[src/rtl/alu_core.sv]
// Registered ALU responder: arithmetic/logical command sets, operand-wait window for
// split operand delivery, and a two-cycle multiply path.
module alu_core #(
  parameter int unsigned WIDTH       = 8,
  parameter int unsigned CMD_WIDTH   = 3,
  parameter int unsigned WAIT_CYCLES = 16
) (
  input  logic                 clk,
  input  logic                 RST,
  input  logic                 CE,
  input  logic [1:0]           INP_VALID,
  input  logic                 MODE,
  input  logic [CMD_WIDTH:0]   CMD,
  input  logic [WIDTH-1:0]     OPA,
  input  logic [WIDTH-1:0]     OPB,
  input  logic                 CIN,
  output logic [WIDTH:0]       RES,
  output logic                 COUT,
  output logic                 OFLOW,
  output logic                 G,
  output logic                 L,
  output logic                 E,
  output logic                 ERR
);

  localparam int unsigned CntW = $clog2(WAIT_CYCLES + 1);
  localparam int unsigned ShW  = $clog2(WIDTH);
  localparam int unsigned PW   = 2 * WIDTH + 2;
  localparam logic [WIDTH:0]  One    = 1;
  localparam logic [CntW-1:0] CntOne = 1;

  typedef enum logic [1:0] {StIdle, StWait, StMul} state_e;
  typedef enum logic [1:0] {KTwo, KOnlyA, KOnlyB, KNone} kind_e;

  typedef struct packed {
    logic [WIDTH:0] res;
    logic           cout;
    logic           oflow;
    logic           g;
    logic           l;
    logic           e;
    logic           err;
  } out_t;

  function automatic kind_e kind_of(input logic mode, input logic [3:0] c);
    if (mode) begin
      case (c)
        4'd0, 4'd1, 4'd2, 4'd3, 4'd8, 4'd9, 4'd10: return KTwo;
        4'd4, 4'd5:                                return KOnlyA;
        4'd6, 4'd7:                                return KOnlyB;
        default:                                   return KNone;
      endcase
    end else begin
      case (c)
        4'd0, 4'd1, 4'd2, 4'd3, 4'd4, 4'd5, 4'd12, 4'd13: return KTwo;
        4'd6, 4'd8, 4'd9:                                 return KOnlyA;
        4'd7, 4'd10, 4'd11:                               return KOnlyB;
        default:                                          return KNone;
      endcase
    end
  endfunction

  function automatic logic is_mul(input logic mode, input logic [3:0] c);
    return mode && (c == 4'd9 || c == 4'd10);
  endfunction

  state_e               state_q, state_d;
  logic [CntW-1:0]      cnt_q, cnt_d, cnt_inc;
  logic                 lat_mode_q, lat_mode_d, lat_cin_q, lat_cin_d;
  logic [CMD_WIDTH:0]   lat_cmd_q, lat_cmd_d;
  logic [WIDTH-1:0]     lat_a_q, lat_a_d, lat_b_q, lat_b_d;
  logic                 lat_va_q, lat_va_d, lat_vb_q, lat_vb_d;
  out_t                 out_q, out_d, calc, err_out;

  logic                 sel_mode, sel_cin;
  logic [CMD_WIDTH:0]   sel_cmd;
  logic [WIDTH-1:0]     sel_a, sel_b;
  logic [3:0]           c;
  logic [WIDTH:0]       a_x, b_x;
  logic [PW-1:0]        prod;
  logic [2*WIDTH-1:0]   dbl_l, dbl_r;

  // In WAIT the latched operand wins over the bus; MUL works purely from latches.
  always_comb begin
    sel_mode = MODE;
    sel_cmd  = CMD;
    sel_cin  = CIN;
    sel_a    = OPA;
    sel_b    = OPB;
    unique case (state_q)
      StWait: begin
        sel_mode = lat_mode_q;
        sel_cmd  = lat_cmd_q;
        sel_cin  = lat_cin_q;
        sel_a    = lat_va_q ? lat_a_q : OPA;
        sel_b    = lat_vb_q ? lat_b_q : OPB;
      end
      StMul: begin
        sel_mode = lat_mode_q;
        sel_cmd  = lat_cmd_q;
        sel_cin  = lat_cin_q;
        sel_a    = lat_a_q;
        sel_b    = lat_b_q;
      end
      default: ;
    endcase
  end

  always_comb begin
    calc  = '0;
    c     = 4'(sel_cmd);
    a_x   = {1'b0, sel_a};
    b_x   = {1'b0, sel_b};
    prod  = '0;
    dbl_l = {sel_a, sel_a} << sel_b[ShW-1:0];
    dbl_r = {sel_a, sel_a} >> sel_b[ShW-1:0];
    if (sel_mode) begin
      case (c)
        4'd0: begin calc.res = a_x + b_x; calc.cout = calc.res[WIDTH]; end
        4'd1: begin calc.res = a_x - b_x; calc.oflow = (a_x < b_x); end
        4'd2: begin
          calc.res  = a_x + b_x + {{WIDTH{1'b0}}, sel_cin};
          calc.cout = calc.res[WIDTH];
        end
        4'd3: begin
          calc.res   = a_x - b_x - {{WIDTH{1'b0}}, sel_cin};
          calc.oflow = (a_x < (b_x + {{WIDTH{1'b0}}, sel_cin}));
        end
        4'd4: calc.res = a_x + One;
        4'd5: calc.res = a_x - One;
        4'd6: calc.res = b_x + One;
        4'd7: calc.res = b_x - One;
        4'd8: begin
          calc.g = (sel_a > sel_b);
          calc.l = (sel_a < sel_b);
          calc.e = (sel_a == sel_b);
        end
        4'd9, 4'd10: begin
          if (c == 4'd9) prod = PW'(a_x + One) * PW'(b_x + One);
          else           prod = PW'({sel_a, 1'b0}) * PW'(b_x);
          calc.res   = prod[WIDTH:0];
          calc.oflow = |prod[PW-1:WIDTH+1];
        end
        default: calc.err = 1'b1;
      endcase
    end else begin
      case (c)
        4'd0:  calc.res = {1'b0, sel_a & sel_b};
        4'd1:  calc.res = {1'b0, ~(sel_a & sel_b)};
        4'd2:  calc.res = {1'b0, sel_a | sel_b};
        4'd3:  calc.res = {1'b0, ~(sel_a | sel_b)};
        4'd4:  calc.res = {1'b0, sel_a ^ sel_b};
        4'd5:  calc.res = {1'b0, ~(sel_a ^ sel_b)};
        4'd6:  calc.res = {1'b0, ~sel_a};
        4'd7:  calc.res = {1'b0, ~sel_b};
        4'd8:  calc.res = {1'b0, sel_a >> 1};
        4'd9:  calc.res = {1'b0, sel_a << 1};
        4'd10: calc.res = {1'b0, sel_b >> 1};
        4'd11: calc.res = {1'b0, sel_b << 1};
        4'd12, 4'd13: begin
          calc.res = (c == 4'd12) ? {1'b0, dbl_l[2*WIDTH-1:WIDTH]} : {1'b0, dbl_r[WIDTH-1:0]};
          calc.err = |sel_b[WIDTH-1:ShW];
        end
        default: calc.err = 1'b1;
      endcase
    end
  end

  always_comb begin
    state_d    = state_q;
    cnt_d      = cnt_q;
    cnt_inc    = cnt_q + CntOne;
    lat_mode_d = lat_mode_q;
    lat_cmd_d  = lat_cmd_q;
    lat_cin_d  = lat_cin_q;
    lat_a_d    = lat_a_q;
    lat_b_d    = lat_b_q;
    lat_va_d   = lat_va_q;
    lat_vb_d   = lat_vb_q;
    out_d      = out_q;
    err_out     = '0;
    err_out.err = 1'b1;
    if (CE) begin
      unique case (state_q)
        StIdle: begin
          if (INP_VALID == 2'b00) begin
            out_d = err_out;
          end else begin
            unique case (kind_of(MODE, 4'(CMD)))
              KOnlyA: out_d = INP_VALID[0] ? calc : err_out;
              KOnlyB: out_d = INP_VALID[1] ? calc : err_out;
              KTwo: begin
                lat_mode_d = MODE;
                lat_cmd_d  = CMD;
                lat_cin_d  = CIN;
                lat_a_d    = OPA;
                lat_b_d    = OPB;
                if (INP_VALID == 2'b11) begin
                  if (is_mul(MODE, 4'(CMD))) state_d = StMul;
                  else                       out_d   = calc;
                end else begin
                  lat_va_d = INP_VALID[0];
                  lat_vb_d = INP_VALID[1];
                  cnt_d    = CntOne;
                  state_d  = StWait;
                end
              end
              default: out_d = calc;
            endcase
          end
        end
        StWait: begin
          if (INP_VALID == 2'b11) begin
            lat_a_d = sel_a;
            lat_b_d = sel_b;
            cnt_d   = '0;
            if (is_mul(lat_mode_q, 4'(lat_cmd_q))) begin
              state_d = StMul;
            end else begin
              out_d   = calc;
              state_d = StIdle;
            end
          end else if (cnt_inc == CntW'(WAIT_CYCLES)) begin
            out_d   = err_out;
            cnt_d   = '0;
            state_d = StIdle;
          end else begin
            cnt_d = cnt_inc;
          end
        end
        StMul: begin
          out_d   = calc;
          state_d = StIdle;
        end
        default: state_d = StIdle;
      endcase
    end
  end

  always_ff @(posedge clk or negedge RST) begin
    if (!RST) begin
      state_q    <= StIdle;
      cnt_q      <= '0;
      lat_mode_q <= 1'b0;
      lat_cmd_q  <= '0;
      lat_cin_q  <= 1'b0;
      lat_a_q    <= '0;
      lat_b_q    <= '0;
      lat_va_q   <= 1'b0;
      lat_vb_q   <= 1'b0;
      out_q      <= '0;
    end else begin
      state_q    <= state_d;
      cnt_q      <= cnt_d;
      lat_mode_q <= lat_mode_d;
      lat_cmd_q  <= lat_cmd_d;
      lat_cin_q  <= lat_cin_d;
      lat_a_q    <= lat_a_d;
      lat_b_q    <= lat_b_d;
      lat_va_q   <= lat_va_d;
      lat_vb_q   <= lat_vb_d;
      out_q      <= out_d;
    end
  end

  assign RES   = out_q.res;
  assign COUT  = out_q.cout;
  assign OFLOW = out_q.oflow;
  assign G     = out_q.g;
  assign L     = out_q.l;
  assign E     = out_q.e;
  assign ERR   = out_q.err;

endmodule

[config.mk]
export PLATFORM = sky130hd
export DESIGN_NAME = alu_core
export DESIGN_NICKNAME = d
export VERILOG_FILES = /design/src/rtl/alu_core.sv
export SDC_FILE = /design/constraint.sdc
export NUM_CORES = 1
export LEC_CHECK = 0
export ABC_AREA = 0
export ABC_CLOCK_PERIOD_IN_PS = 9200
export BUFFER_PORTS_ARGS = -buffer_cell sky130_fd_sc_hd__buf_2
export CORE_UTILIZATION = 61
export CTS_CLUSTER_DIAMETER = 120
export DETAILED_ROUTE_END_ITERATION = 10
export GPL_TIMING_DRIVEN = 0
export MAX_ROUTING_LAYER = met4
export PLACE_DENSITY_LB_ADDON = 0.15
export SLEW_MARGIN = 20
export SYNTH_ARGS = -nofsm -noshare
export SYNTH_HDL_FRONTEND = slang
export SYNTH_SLANG_ARGS = --single-unit
[constraint.sdc]
create_clock -name clk -period 9.2 [get_ports clk]
set_input_delay 0.92 -clock clk [delete_from_list [all_inputs] [get_ports clk]]
set_output_delay 0.92 -clock clk [all_outputs]
set_load 0.02 [all_outputs]
==> results of run 1 <==
per-layer routing:
| layer | vias up | routed length (um) | GRT usage |
|---|---|---|---|
| li1 | 5020 | - | - |
| met1 | 5332 | 15520 | 0.5372 |
| met2 | 668 | 17790 | 0.6870 |
| met3 | 159 | 3989 | 0.06623 |
| met4 | 0 | 2381 | 0.2375 |
| met5 | - | 0 | - |
registers in the layout (all words and copies together), names as in the netlist:
signal and cells:
L 1, OFLOW 1, lat_b_q 8, lat_vb_q 1, lat_va_q 1, G 1
RES 9, lat_mode_q 1, lat_a_q 8, COUT 1, cnt_q 5, lat_cmd_q 4
state_q 2, ERR 1, lat_cin_q 1, E 1
cell usage after synthesis (12+ instances only):
library cell               count  area, um^2
sky130_fd_sc_hd__nor2_1      163       611.8
sky130_fd_sc_hd__inv_1       147       551.8
sky130_fd_sc_hd__nand2_1     137       514.2
sky130_fd_sc_hd__ha_1        126        1577
sky130_fd_sc_hd__fa_1         88        1762
sky130_fd_sc_hd__a21oi_1      83       415.4
sky130_fd_sc_hd__o21ai_0      60       300.3
sky130_fd_sc_hd__xnor2_1      57       499.2
sky130_fd_sc_hd__dfrtp_1      46        1151
sky130_fd_sc_hd__mux2i_1      32       320.3
sky130_fd_sc_hd__clkbuf_1     29       108.9
sky130_fd_sc_hd__buf_2        27       135.1
sky130_fd_sc_hd__nand3_1      27       135.1
sky130_fd_sc_hd__mux2_2       24       270.3
sky130_fd_sc_hd__o22ai_1      22       137.6
sky130_fd_sc_hd__nor3_1       21       105.1
sky130_fd_sc_hd__and2_1       18       112.6
sky130_fd_sc_hd__a211oi_1     17       127.6
sky130_fd_sc_hd__a22o_1       17       148.9
sky130_fd_sc_hd__xor2_1       17       148.9
sky130_fd_sc_hd__a22oi_1      14       105.1
sky130_fd_sc_hd__o211ai_1     14       105.1
sky130_fd_sc_hd__inv_2        13       48.80
sky130_fd_sc_hd__o31ai_1      13       97.59
sky130_fd_sc_hd__a221oi_1     12       105.1
critical path: cells and delay by family, from the launching register on:
kind	cells	cell delay, ns
buffers and inverters	8	1.25
adder cells (fa/ha/maj)	7	3.09
flip-flops	1	0.38
XOR/XNOR	1	0.17
AO/OA/AOI/OAI	7	1.63
AND/OR/NAND/NOR	6	2.00
cell families after synthesis:
group | share of synthesized area
AOI/OAI and AO/OA | 0.2140
xor gates and xnor gates | 0.06320
adders and majority gates | 0.2979
buffers and inverters | 0.08799
DFF | 0.1027
muxes | 0.05773
and+or+nand+nor | 0.1764
metrics by stage:
| step | utilization | instance area [um^2] |
|---|---|---|
| after floorplan | - | 11210 |
| after global placement | 0.6506 | 11690 |
| after detailed placement | 0.6506 | 11690 |
| after CTS | 0.6586 | 11830 |
| after global routing | 0.6588 | 11830 |
| final | 0.6588 | 11830 |
final cells by class:
| type | count | share of cell area |
|---|---|---|
| clock buffer | 5 | 0.01057 |
| multi-input combinational | 1134 | 0.7663 |
| tap | 229 | 0.02421 |
| timing repair buffer | 39 | 0.01671 |
| buffer | 78 | 0.03204 |
| clock inverter | 3 | 0.001586 |
| sequential | 46 | 0.09727 |
| inverter | 161 | 0.05128 |
worst min path at each step:
stage	start	end	cells after the start	slack (ns)
final	E	E	2	0.47
after global placement	E	E	2	0.46
after detailed placement	E	E	2	0.46
after global routing	COUT	COUT	2	0.52
after floorplan	lat_cin_q	lat_cin_q	1	0.47
after CTS	E	E	2	0.48
cells in the final DEF (no fill, tap or decap), drive strengths merged, types with 46 or more instances in the layout:
master	synthesis	layout
ha	126	126
o21ai	67	67
buf	49	88
xnor2	60	60
nor2	166	166
dfrtp	46	46
fa	88	88
inv	161	162
a21oi	83	83
nand2	139	139
==> results.md, run 1 <==
- The run finished with clean final reports.
- In the final layout, the multi-input gates occupy 0.009069 mm^2.
- Following the worst setup path forward leads to its endpoint at OFLOW.
- Of the cells placed in the final design, the portion with a size suffix greater than 1 is 0.1044.
- The initial utilization of the core area, before any placement, comes to 0.6238.
- In the synthesized netlist the async set-or-reset flop fraction comes to 1.000.
- Before antenna repair, the detailed router went through 6 iterations.
- In this run the critical register-to-register path is captured at OFLOW.
- The synthesized design contains 0 enable-type register cells.
- The dominant synthesized flop cell is sky130_fd_sc_hd__dfrtp_1.
- The DRC violation total after the first TritonRoute iteration is 1084.
- The via count of the first global-routing pass was 10580.
- CTS placed an instance of sky130_fd_sc_hd__clkbuf_16 at the clock tree root.
- The number of different library cells used by synthesis comes to 87.
- The register-to-register path setup slack is 0.50 ns.
- Entering global routing, the biggest net connects between 40 and 50 pins.
- The post-CTS setup buffer count is 0.
- The required time reported for the critical path endpoint is 9.35 ns.
- The number of hold-slack violations in the final timing report was 0.
- During synthesis, Yosys emitted a total of 0 warnings.
- The count of filler cells inserted in the layout is approximately 1600.
- The clock tree skew after final layout is 0.01414 ns.
- The synthesized netlist net count is about 1700.
- Dividing the final minimum period by the clock period gives 0.9457.
- Along the worst path, the maximum fanout reaches 13.
- The number of buffers between clock root and the deepest sink is 2.
- In this run the remaining antenna-violating nets after routing total 0.
- The die span in x is 137.5 um.
- The area occupied by registers is 0.001151 mm^2.
- The area inside the core boundary is 0.01796 mm^2.
- Headroom to the max-slew limit came out at 0.1171.
- The final routed wire length divided by cell count is 23.41 um.
- The data arrival at the endpoint of the critical path is 8.85 ns.
- The startpoint of the most critical register-to-register path is state_q[0].
- The max-slew violation count came to 0.
- Clock tree synthesis found a total of 46 sinks.
- Setup violations remaining at the end of the flow were counted as 0.
- The count of antenna diodes in the layout is 0.
- In the routed design, unresolved DRC markers number 0.
- Setup repair after global routing left no endpoint under its margin.
- The nature of the critical path startpoint is a flop.
- In this run, post-CTS hold repair placed 0 buffers.
- After synthesis the netlist holds a flip-flop and latch count of 46.
- The pre-CTS setup slack is 0.6916 ns.
- The critical path's slowest cell is sky130_fd_sc_hd__nor4_2.
- After layout, the minimum clock period comes to around 8.7 ns.
- In the final design database the tool counted 1706 nets.
- The worst stage delay on the critical path is 0.82 ns.
- The number of rows in the core area is 49.
- The final route contains 11180 vias.
- TritonCTS built the clock tree.
- The sequential cell area fraction in the yosys report is 0.1027.
- The total track usage is 0.4364.
- The height of the die is roughly 140 um.
- Once routing completed, OpenROAD measured the worst setup slack at 0.4994 ns.
- The worst hold path belongs to the class flop to flop.
- The first global-routing pass estimated 59.20 mm of wire.
- The number of buffers inserted during clock tree synthesis is 5.
- In this run the tool buffered the top-level ports with 39 buffer cells.
- Wires add up to 39.68 mm.
- STA classifies the critical path endpoint as a flop.
- From synthesis to final layout, the design area changed by 5.605%.
- In the routed layout, each cell is associated on average with a via count of 6.595.
- The number of instances resized during post-cts repair is 0.
- The area of the mapped netlist is 0.01121 mm^2.
- The congestion estimate from routability-driven global placement came to 1.073.
- The post-route non-filler standard cell count is 1695.
- The critical path in this run is classified as flop to flop.
- The clock latency reported for the late side of the worst-skew pair is ~0.30 ns.
- The initial antenna violation count is 0.
- The die footprint is between 0.015 and 0.02 mm^2.
- The path depth of the worst reg2reg path is 29.
- Clock-pin slew was measured on the worst setup and hold paths at ~0.07 ns.
- The mean instance size in the synthesized netlist is 7.897 um^2.
- The number of maximum-capacitance violations is 0.
- Detailed placement ended at an HPWL of between 30 and 40 mm.
- The tightest hold path in the finished design has a slack of about 0.47 ns.
- The cell count after synthesis is 1419.
- The summed negative setup slack over all endpoints is 0 ns.
- Tracing the worst setup path back leads to its startpoint at state_q[0].
- After detailed placement, the design holds a cell count of 1687.
- The transition time of the tightest slew-check pin is 1.291 ns.
- The total overflow left after global routing is 0.
- The top achievable clock speed is 114.9 MHz.
- The number of top-level pins is 42.
- The H-tree generated during clock tree synthesis spans 2 levels.
Power of run 1 is left out: the tool's default activity adds up to more than one toggle a clock period on the data nets, which glitch-free logic cannot reach.
==> inputs of run 2 (changes only) <==
--- a/config.mk
+++ b/config.mk
@@ -6,9 +6,8 @@
 export NUM_CORES = 1
 export LEC_CHECK = 0
 export ABC_AREA = 0
-export ABC_CLOCK_PERIOD_IN_PS = 9200
 export BUFFER_PORTS_ARGS = -buffer_cell sky130_fd_sc_hd__buf_2
-export CORE_UTILIZATION = 61
+export CORE_UTILIZATION = 59
 export CTS_CLUSTER_DIAMETER = 120
 export DETAILED_ROUTE_END_ITERATION = 10
 export GPL_TIMING_DRIVEN = 0
==> constraint.sdc (replaced) <==
create_clock -name clk -period 7.8 [get_ports clk]
set_input_delay 0.78 -clock clk [delete_from_list [all_inputs] [get_ports clk]]
set_output_delay 0.78 -clock clk [all_outputs]
set_load 0.02 [all_outputs]
==> run 2 against run 1 <==
  * Clock skew fell by 0.0074 ns
  * Count of clock-buffer cells in the layout did not move
  * Maximum frequency rose by 14%
  * Sequential share of layout area fell by 0.21 points
  * Non-clock buffer count rose by 2
  * Setup slack got worse by 0.30 ns
  * Critical path type unchanged
  * Critical endpoint unchanged
  * Largest cell class unchanged
  * Highest routed layer unchanged
==> results.md, run 2 (synthesis gave the netlist of run 1 again) <==
- The H-tree depth reported by CTS is 2 (unchanged).
- The multi-input gate area in the final layout came to 0.009275 mm^2 (+2.3%).
- The path type of the worst setup path is flop to flop.
- The clock tree skew after final layout came to 0.006744 ns (-0.007394 ns).
- The initial standard-cell utilization of the core is 0.6011 (-0.02273).
- The global-route wire length before repair is 61.87 mm (+4.5%).
- The height of the die is 139.8 um (+1.7%).
- The top achievable clock speed came to 131.6 MHz (+14%).
- Leaving out fill and tap cells, the most frequent cell in the layout is sky130_fd_sc_hd__nor2_1.
- The post-cts hold buffer count is 0 (unchanged).
- The tightest slew margin relative to the limit came to 0.1523 (+0.03512).
- The pre-CTS setup slack is -0.6026 ns (-1.294 ns).
- The max-slew violation count is 0 (unchanged).
- The worst setup slack after layout is 0.2005 ns (-0.2990 ns).
- The number of top-level pins was 42 (unchanged).
- The startpoint of the most critical register-to-register path is state_q[0].
- The number of maximum-capacitance violations is 0 (unchanged).
- The number of nets in the finished design came to 1708 (+0.12%).
- The maximum net fanout on the critical path is 10 (-3).
- The kind of capture point of the worst setup path is a flop.
- The die footprint is 0.01955 mm^2 (+3.3%).
- The clock latency reported for the late side of the worst-skew pair was 0.30 ns (about the same).
- The final wirelength came to 40.44 mm (+1.9%).
- The transition time of the tightest slew-check pin is 1.240 ns (-0.05135 ns).
- The via count of the first global-routing pass came to 10790 (+2.0%).
- The share of the cycle needed by the critical path after routing is 0.9743 (+0.02859).
- The total congestion overflow after global routing was 0 (unchanged).
- In the layout the commonest cells are sky130_fd_sc_hd__nor2_1, sky130_fd_sc_hd__inv_1, sky130_fd_sc_hd__nand2_1.
- The post-synthesis to final-layout area growth is 7.984%.
- The initial antenna violation count is 0 (unchanged).
- The die span in x is 139.8 um (+1.7%).
- The total track usage is 0.4279 (-0.008477).
- The final weighted congestion of routability-driven global placement is 1.030 (-4.1%).
- The number of I/O port buffers is 39 (unchanged).
- STA classifies the critical path startpoint as a flop.
- The run finished with clean final reports.
- In this run the critical register-to-register path is captured at OFLOW.
- The final routed wire length divided by cell count came to 23.76 um (+1.5%).
- The buffer cell driving the clock tree root is sky130_fd_sc_hd__clkbuf_16.
- The register-to-register path setup slack is 0.20 ns (-0.30 ns).
- The count of filler cells inserted in the layout is 1639 (+2.6%).
- The total clock sinks was 46 (unchanged).
- The data arrival at the endpoint of the critical path was 7.76 ns (-1.09 ns).
- The CTS tree is yes.
- The clock transition at the register clock pins on the worst setup and hold paths after CTS was 0.07 ns (about the same).
- The DRC violation total after the first TritonRoute iteration is 1212 (+12%).
- The number of hold-slack violations in the final timing report is 0 (unchanged).
- The number of rows in the core area was 50 (+2.0%).
- The tightest min-delay check is of the flop to flop type.
- The total via count in the routed design came to 11270 (+0.80%).
- The first-pass iteration count of the detailed router was 6 (unchanged).
- The number of flip-flops under the largest register name is 9 (unchanged).
- The path with the worst hold slack has its endpoint at COUT.
- The number of buffers inserted during clock tree synthesis is 5 (unchanged).
- The remaining routing DRC violations is 0 (unchanged).
- The cell count of the worst hold path is 2 (unchanged).
- The area occupied by registers is 0.001151 mm^2 (unchanged).
- The pin count of the biggest net entering global routing is 47 (unchanged).
- The setup-violating endpoint count in the final report is 0 (unchanged).
- The count of antenna diodes in the layout was 0 (unchanged).
- The required time reported for the critical path endpoint is 7.96 ns (-1.39 ns).
- The number of buffers between clock root and the deepest sink is 2 (unchanged).
- The startpoint of the tightest hold check path is COUT.
- The remaining antenna violation count came to 0 (unchanged).
- The half-perimeter wire length of the detailed placement result was 31.55 mm (+0.70%).
- The time the worst path needs with I/O delays and setup came to 7.600 ns (-1.101 ns).
- The area inside the core boundary is 0.01864 mm^2 (+3.8%).
- The detail-routed via count per cell is 6.620 (+0.38%).
- The share of post-route cells with drive strength above 1 is 0.1219 (+0.01757).
- The path depth of the worst reg2reg path was 26 (-10%).
run 2: cell types whose count changed in the layout (fill, tap and decap cells not counted), sizes merged:
cell,before,now
clkinvlp,0,1
inv,162,161
clkbuf,34,33
buf,88,91
run 2: per-layer routing:
metal / track usage / vias to the layer above / part of all wire
li1: - / 5038 / -
met1: 0.5301 / 5436 / 0.39
met2: 0.6766 / 634 / 0.46
met3: 0.05953 / 160 / 0.087
met4: 0.2302 / 0 / 0.061
met5: - / - / 0
run 2: worst max-delay path, cell delays in order (launching register included):
cell	delay, ns
sky130_fd_sc_hd__dfrtp_1	0.38
sky130_fd_sc_hd__inv_1	0.09
sky130_fd_sc_hd__ha_1	0.29
sky130_fd_sc_hd__buf_4	0.22
sky130_fd_sc_hd__buf_6	0.18
sky130_fd_sc_hd__nand3_1	0.21
sky130_fd_sc_hd__a22oi_1	0.65
sky130_fd_sc_hd__nand4_1	0.26
sky130_fd_sc_hd__xnor2_2	0.50
sky130_fd_sc_hd__nand2_1	0.16
sky130_fd_sc_hd__fa_1	0.56
sky130_fd_sc_hd__inv_1	0.05
sky130_fd_sc_hd__fa_1	0.45
sky130_fd_sc_hd__ha_1	0.28
sky130_fd_sc_hd__inv_1	0.04
sky130_fd_sc_hd__fa_1	0.47
sky130_fd_sc_hd__inv_1	0.06
sky130_fd_sc_hd__fa_1	0.44
sky130_fd_sc_hd__a211oi_2	0.31
sky130_fd_sc_hd__o21ai_0	0.19
sky130_fd_sc_hd__a21oi_2	0.20
sky130_fd_sc_hd__nor2b_1	0.18
sky130_fd_sc_hd__xor2_1	0.16
sky130_fd_sc_hd__a31oi_1	0.14
sky130_fd_sc_hd__a2111oi_2	0.27
sky130_fd_sc_hd__nand4_1	0.26
sky130_fd_sc_hd__a311o_1	0.45
run 2: how the worst max path moves through the flow:
stage,start,endpoint,slack [ns],cells past startpoint
after floorplan,state_q[1],OFLOW,0.82,29
after global placement,state_q[0],OFLOW,-0.46,29
after detailed placement,state_q[0],OFLOW,-0.60,29
after CTS,state_q[0],OFLOW,0.02,28
after global routing,state_q[0],OFLOW,-0.08,29
final,state_q[0],OFLOW,0.20,26
run 2: layout make-up:
| cell class | count | area share |
|---|---|---|
| Clock inverter | 3 | 0.001758 |
| Buffer | 76 | 0.03309 |
| Sequential cell | 46 | 0.09513 |
| Multi-Input combinational cell | 1134 | 0.7665 |
| Tap cell | 234 | 0.02420 |
| Clock buffer | 5 | 0.01034 |
| Inverter | 161 | 0.05015 |
| Timing Repair Buffer | 43 | 0.01882 |
run 2: what timing repair did:
action	4_1_cts	5_1_grt
setup endpoints to repair	2	1
setup buffers	1	3
pin swaps	1	4
cloned	0	0
gates resized for setup	17	31
run 2: through the flow:
stage / hold slack (ns) / TNS (ns) / cells / util / cell area [um^2]
detailed placement: 0.4671 / -0.6026 / 1692 / 0.6272 / 11690
global route: 0.5155 / -0.08262 / 1702 / 0.6491 / 12100
global placement: 0.4608 / -0.4605 / 1692 / 0.6272 / 11690
finish: 0.4764 / 0 / 1702 / 0.6491 / 12100
floorplan: 0.4737 / 0 / 1419 / - / 11210
CTS: 0.4818 / 0 / 1701 / 0.6401 / 11930
Power of run 2 is left out for the same reason.
==> inputs of run 3 (changes only) <==
--- a/config.mk
+++ b/config.mk
@@ -7,7 +7,7 @@
 export LEC_CHECK = 0
 export ABC_AREA = 0
 export BUFFER_PORTS_ARGS = -buffer_cell sky130_fd_sc_hd__buf_2
-export CORE_UTILIZATION = 59
+export CORE_UTILIZATION = 61
 export CTS_CLUSTER_DIAMETER = 120
 export DETAILED_ROUTE_END_ITERATION = 10
 export GPL_TIMING_DRIVEN = 0
==> constraint.sdc (replaced) <==
create_clock -name clk -period 8.2 [get_ports clk]
set_input_delay 0.82 -clock clk [delete_from_list [all_inputs] [get_ports clk]]
set_output_delay 0.82 -clock clk [all_outputs]
set_load 0.02 [all_outputs]
==> run 3 against run 2 <==
  * Wire length fell by 1.4%
  * Utilization rose by 1.6 points
  * Critical path depth rose by 5
  * Flip-flop and latch count did not move
  * Setup slack improved by 0.15 ns
  * Critical endpoint unchanged
  * Largest cell class unchanged
==> results.md, run 3 (synthesis gave the netlist of run 1 again) <==
- Leaving out fill and tap cells, the most frequent cells in the layout are sky130_fd_sc_hd__nor2_1, sky130_fd_sc_hd__inv_1, sky130_fd_sc_hd__nand2_1.
- The total via count in the routed design was 11200 (-0.64%).
- The number of maximum-capacitance violations is 0 (unchanged).
- The detail-routed via count per cell is 6.605 (-0.23%).
- The final weighted congestion of routability-driven global placement is 1.073 (+4.2%).
- The remaining routing DRC violations was 0 (unchanged).
- The DRC violation total after the first TritonRoute iteration is 1274 (+5.1%).
- The tightest slew margin relative to the limit is 0.1565 (+0.004200).
- The die footprint came to 0.01892 mm^2 (-3.2%).
- The final wirelength is 39.86 mm (-1.4%).
- The time the worst path needs with I/O delays and setup is 7.849 ns (+0.2496 ns).
- The path class of the tightest hold or removal check is flop to flop.
- The summed negative setup slack over all endpoints was 0 ns (unchanged).
- The max-slew violation count came to 0 (unchanged).
- The share of the cycle needed by the critical path after routing is 0.9572 (-0.01709).
- Clock tree synthesis selected as its root buffer the cell sky130_fd_sc_hd__clkbuf_16.
- The flow ran to the end, and the final reports show no timing, DRC or antenna violations.
- The post-synthesis to final-layout area growth is 6.633%.
- The initial standard-cell utilization of the core is 0.6238 (+0.02273).
- The worst hold slack is 0.4727 ns (-0.003658 ns).
- Among the stages of the critical path, the cell type that occurs most often is sky130_fd_sc_hd__inv_1.
- The number of buffers inserted during clock tree synthesis came to 5 (unchanged).
- The count of antenna diodes in the layout came to 0 (unchanged).
- The most frequent standard cell in the layout excluding fill and tap cells is sky130_fd_sc_hd__nor2_1.
- The number of buffers between clock root and the deepest sink is 2 (unchanged).
- The top achievable clock speed is 127.4 MHz (-3.2%).
- The via count of the first global-routing pass is 10580 (-1.9%).
- The worst stage delay on the critical path is 0.53 ns (-0.12 ns).
- The startpoint identified for the worst hold timing path is E.
- The cell count of the worst hold path is 2 (unchanged).
- The setup-violating endpoint count in the final report is 0 (unchanged).
- The data arrival at the endpoint of the critical path is 8.00 ns (+0.24 ns).
- The H-tree depth reported by CTS is 2 (unchanged).
- For this design, the slowest cell found on the critical path is sky130_fd_sc_hd__fa_1.
- The kind of capture point of the worst setup path is a flop.
- The clock latency reported for the late side of the worst-skew pair is 0.30 ns (about the same).
- The transition time of the tightest slew-check pin is 1.233 ns (-0.006141 ns).
- The global-route wire length before repair came to 59.34 mm (-4.1%).
- The startpoint of the most critical register-to-register path is state_q[0].
- The number of top-level pins was 42 (unchanged).
- The total track usage is 0.4373 (+0.009457).
- The number of nets in the finished design is 1706 (-0.12%).
- TritonCTS built the clock tree.
- The path type of the worst setup path is flop to flop.
- The remaining antenna violation count came to 0 (unchanged).
- Setup repair after global routing left no endpoint under its margin.
- The first-pass iteration count of the detailed router is 6 (unchanged).
- The total congestion overflow after global routing is 0 (unchanged).
- The pin count of the biggest net entering global routing is 47 (unchanged).
- The number of rows in the core area is 49 (-2.0%).
- The share of post-route cells with drive strength above 1 is 0.1146 (-0.007337).
- The final routed wire length divided by cell count came to 23.51 um (-1.0%).
- The maximum net fanout on the critical path is 13 (+3).
- The path with the worst hold slack has its endpoint at E.
- The post-cts hold buffer count is 0 (unchanged).
- The area inside the core boundary is 0.01796 mm^2 (-3.6%).
- The die span in x came to 137.5 um (-1.6%).
- The path depth of the worst reg2reg path is 31 (+19%).
- STA classifies the critical path startpoint as a flop.
- The clock tree skew after final layout was 0.01517 ns (+0.008424 ns).
- The number of flip-flops under the largest register name is 9 (unchanged).
- The required time reported for the critical path endpoint came to 8.35 ns (+0.39 ns).
- The number of I/O port buffers is 39 (unchanged).
- The register-to-register path setup slack is 0.35 ns (+0.15 ns).
- The height of the die is 137.5 um (-1.6%).
- The total clock sinks is 46 (unchanged).
- The clock transition at the register clock pins on the worst setup and hold paths after CTS is 0.08 ns (about the same).
- The half-perimeter wire length of the detailed placement result came to 31.33 mm (-0.69%).
- The initial antenna violation count is 0 (unchanged).
- The number of hold-slack violations in the final timing report is 0 (unchanged).
- The worst reg2reg path endpoint is OFLOW.
[run 3: cell types whose count changed in the layout (fill, tap and decap cells not counted), sizes merged]
cell	delta
buf	-3
clkbuf	+1
clkinvlp	-1
inv	+1
[run 3: worst max-delay path by stage]
stage,start,end,slack [ns],depth (start not counted)
3_5_place_dp,state_q[0],OFLOW,-0.31,29
3_3_place_gp,state_q[0],OFLOW,-0.13,29
5_1_grt,state_q[1],OFLOW,0.003,31
6_report,state_q[0],OFLOW,0.35,31
4_1_cts,state_q[0],OFLOW,0.02,28
2_1_floorplan,state_q[1],OFLOW,1.22,29
[run 3: area by class of cell]
| type | count | area [um^2] |
|---|---|---|
| inverter | 161 | 606.8 |
| sequential | 46 | 1151 |
| fill | 1591 | 6015 |
| multi-input combinational | 1134 | 9163 |
| clock buffer | 5 | 125.1 |
| clock inverter | 3 | 18.77 |
| buffer | 77 | 392.9 |
| tap | 229 | 286.5 |
| timing repair buffer | 40 | 205.2 |
[run 3: metrics by stage]
stage	cells	worst slack (ns)	area (um^2)	util
after global placement	1687	-0.1274	11690	0.6506
after global routing	1695	0.002720	11950	0.6652
after floorplan	1419	1.223	11210	-
after CTS	1696	0.02331	11850	0.6597
final	1695	0.3509	11950	0.6652
after detailed placement	1687	-0.3084	11690	0.6506
[run 3: critical path: cells and delay by family, from the launching register on]
kind / cells / cell delay (ns)
flops: 1 / 0.38
simple gates: 6 / 1.36
xor+xnor: 2 / 0.36
compound gates: 7 / 1.51
fa+ha+maj: 7 / 2.95
buf+inv: 9 / 1.08
[run 3: per-layer routing]
layer  wire (um)  vias to the layer above  GRT usage  share of wire
li1            -                     5021          -              -
met1       15790                     5350     0.5425           0.40
met2       17940                      670     0.6868           0.45
met3        3827                      155    0.06107          0.096
met4        2301                        0     0.2399          0.058
met5           0                        -          -              0
[run 3: repair_timing]
action                     in CTS  in global routing
setup endpoints to repair       1                  1
pin swaps                       1                  3
buffers inserted                1                  0
gates resized for setup         2                 25
Power of run 3 is left out for the same reason.
